$ cat config.mk
export PLATFORM = sky130hd
export DESIGN_NAME = ccsds123_out_unpacker
export DESIGN_NICKNAME = d
export VERILOG_FILES = /design/src/rtl/ccsds123_out_unpacker_pkg.sv /design/src/rtl/ccsds123_word_fifo.sv /design/src/rtl/ccsds123_out_unpacker.sv
export SDC_FILE = /design/constraint.sdc
export NUM_CORES = 1
export LEC_CHECK = 0
export CORE_AREA = 2 2 283 285
export CTS_BUF_LIST = sky130_fd_sc_hd__clkbuf_8 sky130_fd_sc_hd__clkbuf_16
export DETAILED_ROUTE_END_ITERATION = 6
export DIE_AREA = 0 0 285 287
export PLACE_DENSITY = 0.77
export SYNTH_ARGS = -nofsm -noshare
export SYNTH_HDL_FRONTEND = slang
export SYNTH_SLANG_ARGS = --single-unit
$ cat constraint.sdc
create_clock -name clk -period 6.7 [get_ports clk]
set_clock_uncertainty 0.15 [all_clocks]
set_input_delay 1.005 -clock clk [delete_from_list [all_inputs] [get_ports clk]]
set_output_delay 1.005 -clock clk [all_outputs]
set_load 0.02 [all_outputs]
$ cat src/rtl/ccsds123_out_unpacker_pkg.sv
// Shared definitions for the compressed-output unpacker: serializer state
// encoding and a width helper used by the FIFO and the serializer.
package ccsds123_out_unpacker_pkg;

  // Serializer states: waiting for a word, or walking bytes out of the word register.
  typedef enum logic {
    ST_IDLE  = 1'b0,
    ST_SHIFT = 1'b1
  } ser_state_t;

  // Width needed to index n items; never less than one bit.
  function automatic int idx_width(input int n);
    return (n <= 2) ? 1 : $clog2(n);
  endfunction

endpackage

$ cat src/rtl/ccsds123_word_fifo.sv
// Synchronous word FIFO with registered level. A push on a full FIFO is legal
// when a pop happens in the same cycle: the slot being read is the slot being
// written, and the read data is taken before the edge overwrites it.
module ccsds123_word_fifo
  import ccsds123_out_unpacker_pkg::*;
#(
  parameter int WIDTH = 65,
  parameter int DEPTH = 16
) (
  input  logic                       clk,
  input  logic                       aresetn,
  input  logic                       i_push,
  input  logic [WIDTH-1:0]           i_data,
  input  logic                       i_pop,
  output logic [WIDTH-1:0]           o_data,
  output logic                       o_full,
  output logic                       o_empty,
  output logic [$clog2(DEPTH):0]     o_level
);

  localparam int AW = idx_width(DEPTH);
  localparam int LW = $clog2(DEPTH) + 1;

  logic [WIDTH-1:0] r_mem [DEPTH];
  logic [AW-1:0]    r_wr_ptr;
  logic [AW-1:0]    r_rd_ptr;
  logic [LW-1:0]    r_level;
  logic             w_push;
  logic             w_pop;

  // Guard against misuse: never write past full unless a pop frees the slot.
  assign w_pop  = i_pop && !o_empty;
  assign w_push = i_push && (!o_full || w_pop);

  // Storage array.
  // NOTE: the memory has no reset on purpose; only pointers and level define
  // what is valid, and leaving the array unreset lets it map to RAM.
  always_ff @(posedge clk) begin
    if (w_push) begin
      r_mem[r_wr_ptr] <= i_data;
    end
  end

  // Pointers and occupancy count.
  // NOTE: sequential state uses non-blocking assignment so every register
  // samples the pre-edge values, independent of statement order.
  always_ff @(posedge clk or negedge aresetn) begin
    if (!aresetn) begin
      r_wr_ptr <= '0;
      r_rd_ptr <= '0;
      r_level  <= '0;
    end else begin
      if (w_push) r_wr_ptr <= r_wr_ptr + AW'(1);
      if (w_pop)  r_rd_ptr <= r_rd_ptr + AW'(1);
      case ({w_push, w_pop})
        2'b10:   r_level <= r_level + LW'(1);
        2'b01:   r_level <= r_level - LW'(1);
        default: r_level <= r_level;
      endcase
    end
  end

  assign o_data  = r_mem[r_rd_ptr];
  assign o_full  = (r_level == LW'(DEPTH));
  assign o_empty = (r_level == '0);
  assign o_level = r_level;

endmodule

$ cat src/rtl/ccsds123_out_unpacker.sv
// Receive side of the ccsds123_top compressed output. Buffers packed bitstream
// words (no backpressure toward the encoder) and re-emits them LSB byte first
// as an 8-bit AXI4-Stream. tlast travels with each word and is asserted on the
// final byte of a last-flagged word.
module ccsds123_out_unpacker
  import ccsds123_out_unpacker_pkg::*;
#(
  parameter int BUS_WIDTH  = 64,
  parameter int FIFO_DEPTH = 16
) (
  input  logic                          clk,
  input  logic                          aresetn,
  input  logic [BUS_WIDTH-1:0]          in_tdata,
  input  logic                          in_tvalid,
  input  logic                          in_tlast,
  output logic [7:0]                    out_tdata,
  output logic                          out_tvalid,
  input  logic                          out_tready,
  output logic                          out_tlast,
  output logic                          overflow,
  output logic [$clog2(FIFO_DEPTH):0]   fifo_level
);

  localparam int BUS_BYTES = BUS_WIDTH / 8;
  localparam int IDX_W     = idx_width(BUS_BYTES);
  localparam logic [IDX_W-1:0] LAST_IDX = IDX_W'(BUS_BYTES - 1);

  // FIFO interface
  logic                 w_fifo_push;
  logic                 w_fifo_pop;
  logic [BUS_WIDTH:0]   w_fifo_rd;
  logic                 w_fifo_full;
  logic                 w_fifo_empty;
  logic                 w_drop;

  // Serializer state
  ser_state_t                 r_state;
  ser_state_t                 w_state_nxt;
  logic [BUS_BYTES-1:0][7:0]  r_word;
  logic                       r_word_last;
  logic [IDX_W-1:0]           r_idx;
  logic                       r_overflow;
  logic                       w_load;
  logic                       w_idx_inc;
  logic                       w_handshake;

  // A word is accepted if there is room, or if the serializer frees a slot
  // at this same edge; otherwise it is lost and the sticky flag records it.
  assign w_fifo_push = in_tvalid && (!w_fifo_full || w_fifo_pop);
  assign w_drop      = in_tvalid && w_fifo_full && !w_fifo_pop;

  ccsds123_word_fifo #(
    .WIDTH (BUS_WIDTH + 1),
    .DEPTH (FIFO_DEPTH)
  ) u_fifo (
    .clk     (clk),
    .aresetn (aresetn),
    .i_push  (w_fifo_push),
    .i_data  ({in_tlast, in_tdata}),
    .i_pop   (w_fifo_pop),
    .o_data  (w_fifo_rd),
    .o_full  (w_fifo_full),
    .o_empty (w_fifo_empty),
    .o_level (fifo_level)
  );

  assign w_handshake = out_tvalid && out_tready;

  // Serializer next-state logic: fetch a word, step the byte index on each
  // handshake, and chain straight into the next word with no idle cycle.
  // NOTE: every signal gets a default before the case so no path leaves a
  // variable unassigned, which would otherwise infer a latch.
  always_comb begin
    w_state_nxt = r_state;
    w_fifo_pop  = 1'b0;
    w_load      = 1'b0;
    w_idx_inc   = 1'b0;
    case (r_state)
      ST_IDLE: begin
        if (!w_fifo_empty) begin
          w_fifo_pop  = 1'b1;
          w_load      = 1'b1;
          w_state_nxt = ST_SHIFT;
        end
      end
      ST_SHIFT: begin
        if (w_handshake) begin
          if (r_idx != LAST_IDX) begin
            w_idx_inc = 1'b1;
          end else if (!w_fifo_empty) begin
            w_fifo_pop = 1'b1;
            w_load     = 1'b1;
          end else begin
            w_state_nxt = ST_IDLE;
          end
        end
      end
      default: w_state_nxt = ST_IDLE;
    endcase
  end

  // Serializer state register.
  always_ff @(posedge clk or negedge aresetn) begin
    if (!aresetn) begin
      r_state <= ST_IDLE;
    end else begin
      r_state <= w_state_nxt;
    end
  end

  // Word register and byte index; cleared on reset so no stale byte survives.
  always_ff @(posedge clk or negedge aresetn) begin
    if (!aresetn) begin
      r_word      <= '0;
      r_word_last <= 1'b0;
      r_idx       <= '0;
    end else if (w_load) begin
      r_word      <= w_fifo_rd[BUS_WIDTH-1:0];
      r_word_last <= w_fifo_rd[BUS_WIDTH];
      r_idx       <= '0;
    end else if (w_idx_inc) begin
      r_idx <= r_idx + IDX_W'(1);
    end
  end

  // Sticky drop flag, cleared only by reset.
  always_ff @(posedge clk or negedge aresetn) begin
    if (!aresetn) begin
      r_overflow <= 1'b0;
    end else if (w_drop) begin
      r_overflow <= 1'b1;
    end
  end

  // Outputs come straight from registers, so they hold while the sink stalls.
  assign out_tvalid = (r_state == ST_SHIFT);
  assign out_tdata  = r_word[r_idx];
  assign out_tlast  = (r_state == ST_SHIFT) && r_word_last && (r_idx == LAST_IDX);
  assign overflow   = r_overflow;

endmodule

# After elaboration in Yosys (flattened, before gate mapping)
# Memories as Yosys holds them, arrays and structs flattened. A register that Yosys moved wholly into a read port is not among the register bits.
# Cells that the tools add are included.
# Widths: inputs -> output; s select.
classes:
  add_sub_neg: 5
  mul: 0
  n_div: 0
  n_lt_le_gt_ge: 1
  eq_ne: 5
  n_shift: 0
  n_mux: 17
  bitwise_logic: 1
  n_reduce_logical: 17
op_table:
  columns: ["operator", "count"]
  rows:
  - ["$bmux 8 s3", 1]
  - ["$mux 1", 10]
  - ["$pmux 5 s2", 1]
  - ["$add 4x1->4 const B", 2]
  - ["$logic_and 1x1->1", 8]
  - ["$mux 8", 1]
  - ["$mux 3", 2]
  - ["$add 5x1->5 const B", 1]
  - ["$eq 5x5->1 const B", 1]
  - ["$logic_not 5->1", 1]
  - ["$sub 5x1->5 const B", 1]
  - ["$logic_not 1->1", 4]
  - ["$lt 3x4->1 const B", 1]
  - ["$pmux 1 s2", 2]
  - ["$reduce_bool 2->1", 2]
  - ["$add 3x1->3 const B", 1]
  - ["$eq 3x3->1 const B", 1]
  - ["$ne 3x3->1 const B", 1]
  - ["$eq 2x1->1 const B", 1]
  - ["$eq 2x2->1 const B", 1]
  - ["$logic_or 1x1->1", 2]
  - ["$not 1->1", 1]
word_totals:
  register_bits: 18
  latch_bits: 0
  mem_bits_rw: 1040
  rom_bits: 0
  input_bits: 69
  out_inout_bits: 16
  memories: 1
mem_list:
  columns: ["memory", "depth", "word_bits", "read_ports", "rd_clocked_by_memory_dff", "wr", "line", "text"]
  rows:
  - ["u_fifo.r_mem", 16, 65, 1, 1, 1, "ccsds123_word_fifo.sv:24", "logic [WIDTH-1:0] r_mem [DEPTH];"]

# Depth between registers and ports, before layout
logic_depth:
  depth_word: 10
  ltp_mapped: 14

# Hierarchy
# A second synthesis with hierarchy kept.
hier_totals:
  hier_cells: 1875
  area_unflattened_um2: 42985.0
by_module_without_submodules:
  columns: ["module", "n_inst", "cells_per_inst", "area_each_um2"]
  rows:
  - ["ccsds123_word_fifo", 1, 1688, 39758.1]
  - ["ccsds123_out_unpacker", 1, 187, 3226.8]

# Least setup slack after synthesis
# No wires, ideal clock.
synth_timing:
  kind: "input-to-reg"
  startpoint: "input port out_tready"
  endpoint: "memory u_fifo.r_mem[10][0] (enable)"
  setup_time_ns: 0.489
  t_arrival_ns: 4.400
  path_slack_ns: 1.661
  path_stages: 4
  n_path_buf: 0
  path_cell_list: "a21boi_1 > a31oi_2 > nand3b_1 > nor2_1"
synth_between:
  elab_chain_cells: 8
  word_cells_on_any_way: 10
  classes_between: "mux: 4; reduce/logical: 6"
synth_lines:
  columns: ["element", "line", "text"]
  rows:
  - ["start, declared", "ccsds123_out_unpacker.sv:18", "input logic out_tready,"]
  - ["$logic_and 1x1->1 (*)", "ccsds123_out_unpacker.sv:67", "assign w_handshake = out_tvalid && out_tready;"]
  - ["$mux 1 (*)", "ccsds123_out_unpacker.sv:87", "if (w_handshake) begin"]
  - ["$pmux 1 s2 (*)", "ccsds123_out_unpacker.sv:78", "case (r_state)"]
  - ["$logic_or 1x1->1 or $logic_and 1x1->1 (tied branches)", "ccsds123_out_unpacker.sv:49, ccsds123_word_fifo.sv:32", null]
  - ["$logic_and 1x1->1 or $logic_or 1x1->1 (tied branches)", "ccsds123_out_unpacker.sv:49, ccsds123_word_fifo.sv:33", null]
  - ["$logic_and 1x1->1 (*)", "ccsds123_word_fifo.sv:33", "assign w_push = i_push && (!o_full || w_pop);"]
  - ["$mux 1 (*)", "ccsds123_word_fifo.sv:39", "if (w_push) begin"]
  - ["$mux 1 (implied by the code) (*)", "ccsds123_word_fifo.sv:40", "r_mem[r_wr_ptr] <= i_data;"]
  - ["end, declared", "ccsds123_word_fifo.sv:24", null]
# Mark *: on every way between the ends. The rest lies on a longest branch, timed or not.

# Worst setup path in the final report
layout_timing:
  startpoint: "register r_idx[1]"
  endpoint: "memory u_fifo.r_mem[2][40] (enable)"
layout_between:
  elab_chain_cells: 9
  word_cells_on_any_way: 11
  classes_between: "eq/ne: 1; mux: 5; reduce/logical: 5"
layout_lines:
  columns: ["element", "line", "text"]
  rows:
  - ["start, declared", "ccsds123_out_unpacker.sv:41", "logic [IDX_W-1:0] r_idx;"]
  - ["start signal, assigned", "ccsds123_out_unpacker.sv:122", "r_idx <= r_idx + IDX_W'(1);"]
  - ["$ne 3x3->1 (*)", "ccsds123_out_unpacker.sv:88", "if (r_idx != LAST_IDX) begin"]
  - ["$mux 1 (*)", "ccsds123_out_unpacker.sv:88", null]
  - ["$mux 1 (*)", "ccsds123_out_unpacker.sv:87", null]
  - ["$pmux 1 s2 (*)", "ccsds123_out_unpacker.sv:78", null]
  - ["$logic_or 1x1->1 or $logic_and 1x1->1 (tied branches)", "ccsds123_out_unpacker.sv:49, ccsds123_word_fifo.sv:32", null]
  - ["$logic_and 1x1->1 or $logic_or 1x1->1 (tied branches)", "ccsds123_out_unpacker.sv:49, ccsds123_word_fifo.sv:33", null]
  - ["$logic_and 1x1->1 (*)", "ccsds123_word_fifo.sv:33", null]
  - ["$mux 1 (*)", "ccsds123_word_fifo.sv:39", null]
  - ["$mux 1 (implied by the code) (*)", "ccsds123_word_fifo.sv:40", null]
# Marked as above.

==> qor_table.md <==
| Stage | Parameter | Value |
|:---|:---|:---|
| worst hold path | Path type of the worst min-delay path | register to register |
| yosys | Dominant cells by area after synthesis | sky130_fd_sc_hd__edfxtp_1, sky130_fd_sc_hd__mux4_2, sky130_fd_sc_hd__dfrtp_1 |
| worst hold path | Hold path startpoint | r_word[38]$_DFFE_PN0N_ |
| yosys | Part of the Yosys area used for sequential elements | 77.6% |
| power and ir drop | Cell-internal power | 14.3 mW |
| yosys | Library cell with the highest instance count after synthesis | sky130_fd_sc_hd__edfxtp_1 |
| power and ir drop | IR Drop Worst-Case VDD | 0.398 mV |
| yosys | Ys Warns | 0 |
| yosys | Commonest cells post-synth | sky130_fd_sc_hd__edfxtp_1, sky130_fd_sc_hd__mux4_2, sky130_fd_sc_hd__o22ai_1 |
| clocking | Worst skew pair latency | 0.68 ns |
| detailed routing | Post-DRT Antenna Nets | 0 |
| sta | Max Slew Vio Count | 0 |
| detailed routing | Final Routed Wirelength | 96000 µm |
| worst hold path | Sink of the worst hold path | r_word[38]$_DFFE_PN0N_ |
| detailed routing | First DRT Iteration DRCs | 2430 |
| clocking | Cell at the root of the clock tree | sky130_fd_sc_hd__clkbuf_16 |
| worst hold path | Min-Delay Path Depth | 1 |
| detailed routing | Post-route DRC | 0 |
| setup path | Worst r2r dst | u_fifo.r_mem[2][40]$_DFFE_PP_ |
| grt | First-pass GRT wire length | 143000 µm |
| finish | Sequential cell area | 0.0333 mm² |
| grt | Via count of the first global-routing pass | 21600 |
| clocking | Quantity of gates resized following cts | 0 |
| yosys | Parity-gate share of the synthesized area counting xor and xnor cells | 0.245% |
| yosys | Number of nets produced by synthesis | 1989 |
| power and ir drop | Pwr per Cell Area | 413 mW/mm² |
| power and ir drop | Combinational Power Share | 23.5% |
| die | Initial Utilization | 54.6% |
| sta | Final TNS setup | 0 ns |
| yosys | Arithmetic-cell share of the synthesized area counting full adders, half adders and majority gates | 0.321% |
| setup path | Crit-path cells | ha_1 -> ha_1 -> a21boi_1 -> a31oi_2 -> nor3b_1 -> and2_4 -> buf_4 |
| grt | Grt total ovfl | 0 |
| placed design | Final estimated routing congestion in global placement | 0.852 |
| yosys | Share of cell area taken by muxes after synthesis | 16.2% |
| yosys | Async SR Flop Fraction | 7.39% |
| setup path | Critical path class | register to register |
| power and ir drop | LEAKAGE | 15.3 nW |
| sta | Setup repair after global routing missed its margin | no |
| sta | Final worst path period need | 4.59 ns |
| clocking | Number of buffers inserted during clock tree synthesis | 106 |
| die | I/O pin count | 85 |
| yosys | Cell type with the highest aggregate area in the netlist | sky130_fd_sc_hd__edfxtp_1 |
| detailed routing | Routed WL per cell | 30.3 µm |
| detailed routing | Total iterations of the first detailed-routing run | 5 |
| finish | Layout area overhead | 12.9% |
| yosys | Top FF cell, synth | sky130_fd_sc_hd__edfxtp_1 |
| clocking | TritonCTS clock tree | built |
| job | Maxcap violations | 0 |
| die | Die H | 287 µm |
| die | Core Area | 0.0786 mm² |
| die | Die Width | 285 µm |
| clocking | Clock net sink count | 1123 |
| grt | Pin count of the biggest net entering global routing | 151 |
| power and ir drop | Reg power frac | 46.0% |
| setup path | Critical Path End Type | register |
| yosys | Compound-gate portion of the synthesized area | 3.10% |
| sta | Slew margin rel. | 11.1% |
| detailed routing | Drt via density | 6.48 |
| power and ir drop | Switching power of the nets | 5.69 mW |
| die | Total die area | 0.0818 mm² |
| setup path | Crit path arrival time | 4.73 ns |
| run status | Outcome | complete, no violations |
| setup path | Buffers and inverters on the worst path | 1 |
| sta | Period utilisation layout | 68.5% |
| finish | Number of nets in the finished design | 2103 |
| setup path | Stages on the worst setup path | 7 |
| sta | Slew at the pin closest to its max-slew limit | 1.33 ns |
| yosys | Gate count after technology mapping | 1909 |
| finish | Multi-input gate area in the final layout | 0.00903 mm² |
| clocking | Bufs on Longest Clock Path | 3 |
| clocking | CTS HTree Levels | 3 |
| setup path | Minimum setup slack among reg-to-reg paths | 2.11 ns |
| setup path | Critical path startpoint category | register |
| yosys | Register bit total from synthesis | 1123 |
| power and ir drop | Portion of total power attributed to the clock network | 30.4% |
| clocking | Clock transition at path regs | 0.06 ns |
| finish | Share of post-route cells with drive strength above 1 | 26.3% |
| grt | Total global routing track utilization | 24.0% |
| power and ir drop | Fraction of power spent switching nets | 28.4% |
| setup path | Startpoint of the most critical setup path | r_idx[1]$_DFFE_PN0P_ |
| setup path | Family of cells with the greatest summed delay on the critical path | simple AND/OR/NAND/NOR gates |
| yosys | Number of different library cells in the post-synthesis netlist | 44 |
| finish | Layout Utilization | 61.6% |
| die | Floorplan row count | 103 |
| placed design | Cell total after placement | 2964 |
| placed design | Placed wire-length estimate | 51600 µm |
| sta | Final Hold Violating Endpoints | 0 |
| finish | Count of fill cells added during filler insertion | 5118 |
| setup path | Delay of the slowest critical-path stage | 0.96 ns |
| setup path | Reg2reg path depth | 7 |
| yosys | Simple-Gate Fraction of Synth Area | 1.01% |
| sta | Maximum frequency from static timing analysis | 218 MHz |
| placed design | Buffers added on ports | 84 |
| setup path | Required time of the critical path | 6.84 ns |
| yosys | Dominant combinational cell family by area after synthesis | multiplexers |
| detailed routing | Total vias in the final route | 20500 |
| setup path | Master of the slowest instance on the critical path | sky130_fd_sc_hd__dfrtp_1 |
| setup path | Critical Path Fanout Max | 41 |
| sta | Finish-stage setup viols | 0 |
| yosys | Share of the synthesized area in the top cell type | 72.8% |
| grt | Initial antenna violation count | 9 |
| yosys | Cell area after synthesis | 0.0429 mm² |
| setup path | Cell repeated most along the worst path | sky130_fd_sc_hd__ha_1 |
| yosys | Syn Area/Cell | 22.5 µm² |
| yosys | EDFF count, synth | 1040 |
| setup path | FF-to-FF Start | r_idx[1]$_DFFE_PN0P_ |
| finish | Filler-free cell count of the finished design | 3168 |
-- repair_timing --
item                                   4_1_cts  5_1_grt
endpoints found under the hold margin        7        0
buffers inserted                             0        0
hold buffers                                 1        0
-- area by class of cell --
cell class                 instances  area share [%]
inverter                          13           0.106
multi-input combinational        662            18.6
clock buffer                     114            5.72
timing repair buffer             117            2.40
clock inverter                    83            1.64
sequential                      1123            68.8
antenna                            6          0.0310
tap                             1050            2.71
-- cells by family (layout without fill, tap and decap cells) --
logic type / Yosys count / in the layout
DFF: 1123 / 1123
muxes: 343 / 343
AOI/OAI and AO/OA: 215 / 215
buffers and inverters: 124 / 327
and+or+nand+nor: 81 / 81
xor gates and xnor gates: 12 / 12
adders and majority gates: 11 / 11
other: 0 / 6
-- how the worst max path moves through the flow --
stage	end	slack (ns)
floorplan	u_fifo.r_mem[10][0]$_DFFE_PP_	1.66
global placement	u_fifo.o_level[4]$_DFFE_PN0P_	2.25
detailed placement	u_fifo.r_mem[2][61]$_DFFE_PP_	2.11
CTS	u_fifo.r_mem[2][40]$_DFFE_PP_	2.12
global route	u_fifo.r_mem[2][41]$_DFFE_PP_	1.93
finish	u_fifo.r_mem[2][40]$_DFFE_PP_	2.11
-- power by group through the flow --
stage          Clock [mW]  Sequential [mW]  Combinational (mW)
3_5_place_dp            0             9.31                4.67
5_1_grt              6.41             9.25                5.02
6_report             6.09             9.20                4.71
3_3_place_gp            0             9.26                4.54
4_1_cts              6.13             9.19                4.74
2_1_floorplan           0             8.93                3.49
-- cell usage in the layout (no fill, tap or decap), types with 14 or more instances in the layout --
cell type                         instances
sky130_fd_sc_hd__a21oi_1                 67
sky130_fd_sc_hd__buf_4                   27
sky130_fd_sc_hd__bufinv_16               14
sky130_fd_sc_hd__clkbuf_16              107
sky130_fd_sc_hd__clkdlybuf4s50_1         83
sky130_fd_sc_hd__clkinv_1                14
sky130_fd_sc_hd__clkinv_2                17
sky130_fd_sc_hd__dfrtp_1                 80
sky130_fd_sc_hd__edfxtp_1              1040
sky130_fd_sc_hd__inv_1                   33
sky130_fd_sc_hd__mux2_2                  58
sky130_fd_sc_hd__mux4_2                 276
sky130_fd_sc_hd__nand2_1                 31
sky130_fd_sc_hd__o22ai_1                113
-- per-layer routing --
layer	up-vias	share of wire [%]	GRT usage, %
li1	8326	-	-
met1	11000	38	31.9
met2	1067	51	40.0
met3	190	8.1	4.57
met4	6	3.0	8.89
met5	-	0.034	0
-- flip-flops by register name (all words and copies together), names as in the netlist --
name and cells:
overflow 1, u_fifo.r_mem 1040, r_idx 3, r_word_last 1, u_fifo.r_wr_ptr 4, u_fifo.o_level 5, u_fifo.r_rd_ptr 4, out_tvalid 1
r_word 64
-- metrics by stage --
stage / hold slack [ns] / setup slack, ns / area (µm²) / total power [mW]
after floorplan: 0.318 / 1.66 / 42900 / 12.4
after global placement: 0.380 / 2.25 / 44900 / 13.8
after detailed placement: 0.399 / 2.11 / 44900 / 14.0
after CTS: 0.414 / 2.12 / 48400 / 20.1
after global routing: 0.413 / 1.93 / 48500 / 20.7
final: 0.414 / 2.11 / 48500 / 20.0
No activity file was read; power rests on OpenSTA's default activity.
